File: src/rtl/crap_pkg.sv
// Shared types for the craps game controller: controller states and the
// classification of a single roll.
package crap_pkg;

    typedef enum logic [2:0] {
        IDLE,
        COME_OUT,
        POINT,
        POINT_ROLL,
        WIN,
        LOSE
    } state_e;

    typedef enum logic [2:0] {
        NATURAL,
        CRAPS,
        POINT_HIT,
        SEVEN_OUT,
        NONE
    } roll_class_e;

endpackage

File: src/rtl/crap_roll_eval.sv
// Combinational roll classifier: checks both dice are legal, forms the sum
// and classifies it against the come-out rules or the latched point.
module crap_roll_eval
    import crap_pkg::*;
#(
    parameter int FACES = 6,
    parameter int DIE_W = 4,
    parameter int SUM_W = 5
) (
    input  logic [DIE_W-1:0] die_a_i,
    input  logic [DIE_W-1:0] die_b_i,
    input  logic [SUM_W-1:0] point_i,
    input  logic             point_phase_i,
    output logic             legal_o,
    output logic [SUM_W-1:0] sum_o,
    output logic [2:0]       cls_o
);

    localparam logic [SUM_W-1:0] NAT   = SUM_W'(FACES + 1);
    localparam logic [SUM_W-1:0] YO    = SUM_W'(2 * FACES - 1);
    localparam logic [SUM_W-1:0] BOXES = SUM_W'(2 * FACES);

    roll_class_e cls;

    function automatic logic die_ok(input logic [DIE_W-1:0] v);
        return (v != '0) && (v <= DIE_W'(FACES));
    endfunction

    assign legal_o = die_ok(die_a_i) && die_ok(die_b_i);
    assign sum_o   = SUM_W'(die_a_i) + SUM_W'(die_b_i);
    assign cls_o   = cls;

    // Naturals win before craps is considered, so tiny dice where the two
    // sets overlap still resolve deterministically.
    always_comb begin
        cls = NONE;
        if (point_phase_i) begin
            if (sum_o == point_i)
                cls = POINT_HIT;
            else if (sum_o == NAT)
                cls = SEVEN_OUT;
        end else begin
            if (sum_o == NAT || sum_o == YO)
                cls = NATURAL;
            else if (sum_o == SUM_W'(2) || sum_o == SUM_W'(3) || sum_o == BOXES)
                cls = CRAPS;
        end
    end

endmodule

File: src/rtl/crap_game_ctrl.sv
// Craps game controller: sequences come-out and point phases, requests rolls
// from the dice generator, rejects illegal dice with an implicit reroll and
// keeps saturating per-game and lifetime statistics. All outputs registered.
module crap_game_ctrl
    import crap_pkg::*;
#(
    parameter int FACES     = 6,
    parameter int DIE_W     = 4,
    parameter int SUM_W     = 5,
    parameter int MAX_ROLLS = 0,
    parameter int CNT_W     = 8
) (
    input  logic             clk,
    input  logic             reset,
    input  logic             btn,
    input  logic             new_game,
    output logic             roll_req,
    input  logic             roll_valid,
    input  logic [DIE_W-1:0] die_a,
    input  logic [DIE_W-1:0] die_b,
    output logic             press,
    output logic [SUM_W-1:0] point,
    output logic             point_valid,
    output logic             win,
    output logic             lose,
    output logic             die_err,
    output logic [CNT_W-1:0] roll_count,
    output logic [CNT_W-1:0] win_cnt,
    output logic [CNT_W-1:0] loss_cnt
);

    state_e           state_q, state_d;
    logic [SUM_W-1:0] point_q, point_d;
    logic             pv_q, pv_d;
    logic [CNT_W-1:0] rc_q, rc_d;
    logic [CNT_W-1:0] wc_q, wc_d;
    logic [CNT_W-1:0] lc_q, lc_d;
    logic             die_err_q, die_err_d;
    logic             press_q, press_d;
    logic             roll_req_q, roll_req_d;
    logic             win_q, win_d;
    logic             lose_q, lose_d;

    logic             legal;
    logic [SUM_W-1:0] sum;
    logic [2:0]       cls_raw;
    roll_class_e      cls;
    logic             accept;
    logic [CNT_W-1:0] rc_inc;
    logic             limit_hit;

    function automatic logic [CNT_W-1:0] sat_inc(input logic [CNT_W-1:0] v);
        return (&v) ? v : v + CNT_W'(1);
    endfunction

    crap_roll_eval #(
        .FACES (FACES),
        .DIE_W (DIE_W),
        .SUM_W (SUM_W)
    ) u_eval (
        .die_a_i       (die_a),
        .die_b_i       (die_b),
        .point_i       (point_q),
        .point_phase_i (state_q == POINT_ROLL),
        .legal_o       (legal),
        .sum_o         (sum),
        .cls_o         (cls_raw)
    );

    assign cls       = roll_class_e'(cls_raw);
    // roll_valid only counts while a request is outstanding.
    assign accept    = roll_req_q && roll_valid;
    assign rc_inc    = sat_inc(rc_q);
    // Point-phase rolls exclude the come-out roll, hence the minus one.
    assign limit_hit = (MAX_ROLLS != 0) && ((rc_inc - CNT_W'(1)) == CNT_W'(MAX_ROLLS));

    // Next-state, datapath updates and registered-output decode.
    always_comb begin
        state_d   = state_q;
        point_d   = point_q;
        pv_d      = pv_q;
        rc_d      = rc_q;
        wc_d      = wc_q;
        lc_d      = lc_q;
        die_err_d = 1'b0;

        unique case (state_q)
            IDLE: begin
                if (btn) begin
                    state_d = COME_OUT;
                    rc_d    = '0;
                end
            end
            COME_OUT, POINT_ROLL: begin
                if (accept) begin
                    if (!legal) begin
                        die_err_d = 1'b1;
                    end else begin
                        rc_d = rc_inc;
                        unique case (cls)
                            NATURAL, POINT_HIT: state_d = WIN;
                            CRAPS, SEVEN_OUT:   state_d = LOSE;
                            default: begin
                                if (state_q == COME_OUT) begin
                                    point_d = sum;
                                    pv_d    = 1'b1;
                                    state_d = POINT;
                                end else if (limit_hit) begin
                                    state_d = LOSE;
                                end else begin
                                    state_d = POINT;
                                end
                            end
                        endcase
                    end
                end
            end
            POINT: begin
                if (btn)
                    state_d = POINT_ROLL;
            end
            WIN, LOSE: begin
                if (new_game)
                    state_d = IDLE;
            end
            default: state_d = IDLE;
        endcase

        // Entering a result state retires the point and records the outcome.
        if ((state_d == WIN || state_d == LOSE) && state_d != state_q) begin
            point_d = '0;
            pv_d    = 1'b0;
            if (state_d == WIN)
                wc_d = sat_inc(wc_q);
            else
                lc_d = sat_inc(lc_q);
        end

        press_d    = (state_d == IDLE) || (state_d == POINT);
        roll_req_d = (state_d == COME_OUT) || (state_d == POINT_ROLL);
        win_d      = (state_d == WIN);
        lose_d     = (state_d == LOSE);
    end

    // State and output registers; reset wins over any in-flight handshake.
    always_ff @(posedge clk) begin
        if (reset) begin
            state_q    <= IDLE;
            point_q    <= '0;
            pv_q       <= 1'b0;
            rc_q       <= '0;
            wc_q       <= '0;
            lc_q       <= '0;
            die_err_q  <= 1'b0;
            press_q    <= 1'b1;
            roll_req_q <= 1'b0;
            win_q      <= 1'b0;
            lose_q     <= 1'b0;
        end else begin
            state_q    <= state_d;
            point_q    <= point_d;
            pv_q       <= pv_d;
            rc_q       <= rc_d;
            wc_q       <= wc_d;
            lc_q       <= lc_d;
            die_err_q  <= die_err_d;
            press_q    <= press_d;
            roll_req_q <= roll_req_d;
            win_q      <= win_d;
            lose_q     <= lose_d;
        end
    end

    assign press       = press_q;
    assign roll_req    = roll_req_q;
    assign win         = win_q;
    assign lose        = lose_q;
    assign die_err     = die_err_q;
    assign point       = point_q;
    assign point_valid = pv_q;
    assign roll_count  = rc_q;
    assign win_cnt     = wc_q;
    assign loss_cnt    = lc_q;

endmodule

File: config.mk
export PLATFORM = sky130hd
export DESIGN_NAME = crap_game_ctrl
export DESIGN_NICKNAME = d
export VERILOG_FILES = /design/src/rtl/crap_pkg.sv /design/src/rtl/crap_roll_eval.sv /design/src/rtl/crap_game_ctrl.sv
export SDC_FILE = /design/constraint.sdc
export NUM_CORES = 1
export LEC_CHECK = 0
export BUFFER_PORTS_ARGS = -buffer_cell sky130_fd_sc_hd__clkbuf_2
export CORE_ASPECT_RATIO = 1.4
export CORE_MARGIN = 5
export CORE_UTILIZATION = 30
export CTS_CLUSTER_DIAMETER = 150
export CTS_CLUSTER_SIZE = 28
export DETAILED_ROUTE_END_ITERATION = 8
export GPL_TIMING_DRIVEN = 0
export HOLD_SLACK_MARGIN = 0.05
export PLACE_DENSITY_LB_ADDON = 0.15
export SLEW_MARGIN = 20
export SYNTH_ARGS = -nofsm -noshare
export SYNTH_HDL_FRONTEND = slang
export SYNTH_SLANG_ARGS = --single-unit
File: constraint.sdc
create_clock -name clk -period 3.9 [get_ports clk]
set_clock_uncertainty 0.2 [all_clocks]
set_input_delay 0.195 -clock clk [delete_from_list [all_inputs] [get_ports clk]]
set_output_delay 0.195 -clock clk [all_outputs]
set_load 0.01 [all_outputs]
==> metrics.md <==
| Metric | Value |
|---|---|
| RSZ-0062 raised after global routing | `false` |
| Final setup violation count | `0` |
| Hold_buf cts | `1` |
| Combinational cell fraction of total power | `17.2%` |
| P_int | `0.000590 W` |
| Clock sinks | `38` |
| Post-synth net total | `277` |
| Flop and latch count out of synthesis | `38` |
| Fmax | `0.305 GHz` |
| Final hold viol count | `0` |
| Most used DFF post-synth | `dfxtp_1` |
| Vias | `2067` |
| CTS resizes | `0` |
| Post-DR wirelength/cell | `13.6 um` |
| Post-Place Setup Slack | `0.283 ns` |
| Worst Hold Class | `in -> reg` |
| Reg2reg end | `win_cnt[7]` |
| Port buffer count | `47` |
| Worst slew pin tran | `0.659 ns` |
| Most common cell after layout, fill and taps aside | `clkbuf_2` |
| Row count | `37` |
| Setup TNS | `0 ns` |
| Maxcap violations | `0` |
| Final worst path period share | `84.2%` |
| Diodes inserted | `0` |
| Post-CTS setup buffer count | `0` |
| Layout area overhead | `20.4%` |
| Max FO, Critical Path | `10` |
| Slew Viols, Final | `0` |
| Post-Syn Area | `0.00227 mm2` |
| Gr ovfl total | `0` |
| Sw Share | `29.3%` |
| CTS Buffer Depth | `2` |
| Cell count after synthesis | `256` |
| Clock power frac | `35.2%` |
| CTS root buffer | `clkbuf_8` |
| Leak pwr | `1.08 nW` |
| Ports | `48` |
| Critical path type | `in -> reg` |
| Hold Path Sink | `lose` |
| Worst-case vdd ir drop | `139 uV` |
| Starting Density | `30.8%` |
| Post-route minimum period | `3.28 ns` |
| Mean Syn Cell Area | `8.86 um2` |
| Worst Reg-to-Reg Cells | `8` |
| Iter 0 DRT Violations | `61` |
| Die width | `83.5 um` |
| Initial antenna violation count | `0` |
| Via density | `5.05` |
| Number of routed nets with antenna violations | `0` |
| Total GRT Usage | `12.3%` |
| Synth async-reset ratio | `0%` |
| GP Congestion | `0.719` |
| Sequential share of power | `47.6%` |
| Commonest non-fill, non-tap cells in the layout | `47 x clkbuf_2, 38 x dfxtp_1, 23 x nor2_1` |
| Final net count | `332` |
| Status | `finished clean` |
| Worst-skew pair later-pin latency | `0.29 ns` |
| Number of global-route vias before repair | `2072` |
| TritonCTS clock tree | `done` |
| DRC violations left | `0` |
| Wirelength, routed | `5570 um` |
| FF-to-FF Start | `point[1]` |
| Detailed Routing Iterations Pass 1 | `4` |
| Post-synthesis sequential area ratio | `33.5%` |
| YS warnings | `0` |
| Crit path required time | `3.89 ns` |
| P_sw | `0.000244 W` |
| Chip height | `113 um` |
| Num CTS Buffers | `5` |
| FF-to-FF setup slack | `1.41 ns` |
| Fin worst setup slack | `0.616 ns` |
| Hold path depth | `3` |
| Worst Path Arrival | `3.27 ns` |
| Rel. slew slack | `55.8%` |
| Final HPWL DP | `4360 um` |
| CTS H-tree lvls | `2` |
| Core Region | `0.00736 mm2` |
| Layout cell share with drive strength beyond 1 | `25.0%` |
| First-pass GRT wire length | `9810 um` |
| Power per Cell Area | `305 mW/mm2` |
| Synth cell types | `61` |
| Clock slew at reported path FFs | `0.08 ns` |
| Worst setup EP type | `flop` |
| Hold Startpoint | `new_game` |
| Largest net degree at the start of global routing | `13` |
| Number of enable flip-flop cells after synthesis | `0` |
| Startpoint types | `input port` |
| Die Area | `0.00942 mm2` |
==> metrics by stage <==
stage	std cells	utilization [%]	total power [W]	cell area (um2)	hold slack [ns]
after global placement	400	35.7	0.000549	2630	0.236
after CTS	409	37.1	0.000853	2730	0.0616
final	409	37.1	0.000833	2730	0.0732
after floorplan	256	-	0.000510	2270	0.181
after global routing	409	37.1	0.000883	2730	0.109
after detailed placement	400	35.7	0.000550	2630	0.245
==> per-layer routing <==
layer	wire, um	share of wire (%)	global-route usage (%)	vias to the layer above
met2	2850	51	22.3	30
met3	177	3.2	2.77	7
li1	-	-	-	1066
met5	0	0	0	-
met4	94	1.7	3.97	0
met1	2450	44	14.3	964
==> cell type report <==
cell class | count | area (um2)
Fill cell | 799 | 4630
Multi-Input combinational cell | 202 | 1420
Sequential cell | 38 | 761
Timing Repair Buffer | 48 | 245
Tap cell | 97 | 121
Clock buffer | 6 | 82.6
Buffer | 6 | 51.3
Inverter | 10 | 37.5
Clock inverter | 2 | 12.5
==> worst max-delay path, stage by stage <==
cell and delay, ns:
clkbuf_2 0.10, ha_1 0.23, fa_1 0.41, xnor2_1 0.55, xnor2_1 0.22, o2111ai_1 0.26, a311oi_4 0.46, nand3_4 0.15
buf_6 0.17, nor3_1 0.19, mux2_1 0.33
==> logic make-up after synthesis <==
kind of cell / share of synthesized area [%]
xor+xnor: 3.86
flops: 33.5
fa+ha+maj: 4.74
compound gates: 19.9
mux: 3.81
buf+inv: 3.92
simple gates: 30.3
==> synth_stat cells, types with 2 or more instances <==
master | number | area share [%]
inv_1 | 10 | 1.7
mux2_2 | 3 | 1.5
o31ai_1 | 5 | 1.7
and2_1 | 3 | 0.83
o21ai_0 | 7 | 1.5
xnor2_1 | 2 | 0.77
a211oi_1 | 2 | 0.66
nand2b_1 | 4 | 1.1
mux2i_1 | 3 | 1.3
mux2_1 | 2 | 0.99
nand4_1 | 11 | 3.0
or3_1 | 7 | 1.9
a21o_1 | 2 | 0.66
and3_1 | 9 | 2.5
nor3_1 | 9 | 2.0
o2111ai_1 | 2 | 0.77
dfxtp_1 | 38 | 34
nand3_1 | 9 | 2.0
nand2_1 | 14 | 2.3
nor2b_1 | 7 | 1.9
nor2_1 | 23 | 3.8
or4_1 | 5 | 1.7
xor2_1 | 8 | 3.1
o211ai_1 | 2 | 0.66
a21oi_1 | 20 | 4.4
nand3_4 | 2 | 1.5
ha_1 | 7 | 3.9
o22ai_1 | 2 | 0.55
nand3b_1 | 3 | 0.99
or4_4 | 2 | 0.99
clkbuf_1 | 2 | 0.33
a32oi_1 | 2 | 0.77
==> power by group through the flow <==
| stage | Combinational (W) | Sequential, W | Clock [W] |
|---|---|---|---|
| 2_1_floorplan | 0.000104 | 0.000406 | 0 |
| 3_3_place_gp | 0.000143 | 0.000406 | 0 |
| 3_5_place_dp | 0.000144 | 0.000406 | 0 |
| 4_1_cts | 0.000145 | 0.000397 | 0.000311 |
| 5_1_grt | 0.000162 | 0.000398 | 0.000323 |
| 6_report | 0.000143 | 0.000397 | 0.000293 |
==> state kept, by name, indices dropped and copies added, names as in the netlist <==
signal       flops
win              1
press            1
loss_cnt         8
win_cnt          8
roll_req         1
die_err          1
state_q          3
roll_count       8
point_valid      1
point            5
lose             1
==> how the worst max path moves through the flow <==
stage	slack, ns	to	start
after detailed placement	0.28	win_cnt[7]	die_a[0]
after floorplan	0.83	win_cnt[7]	die_a[0]
after global placement	0.33	win_cnt[7]	die_a[0]
final	0.62	win_cnt[7]	die_a[0]
after CTS	0.61	win_cnt[7]	die_a[0]
after global routing	0.31	win_cnt[7]	die_a[0]
Note: power is estimated with default switching activity, not from simulation.
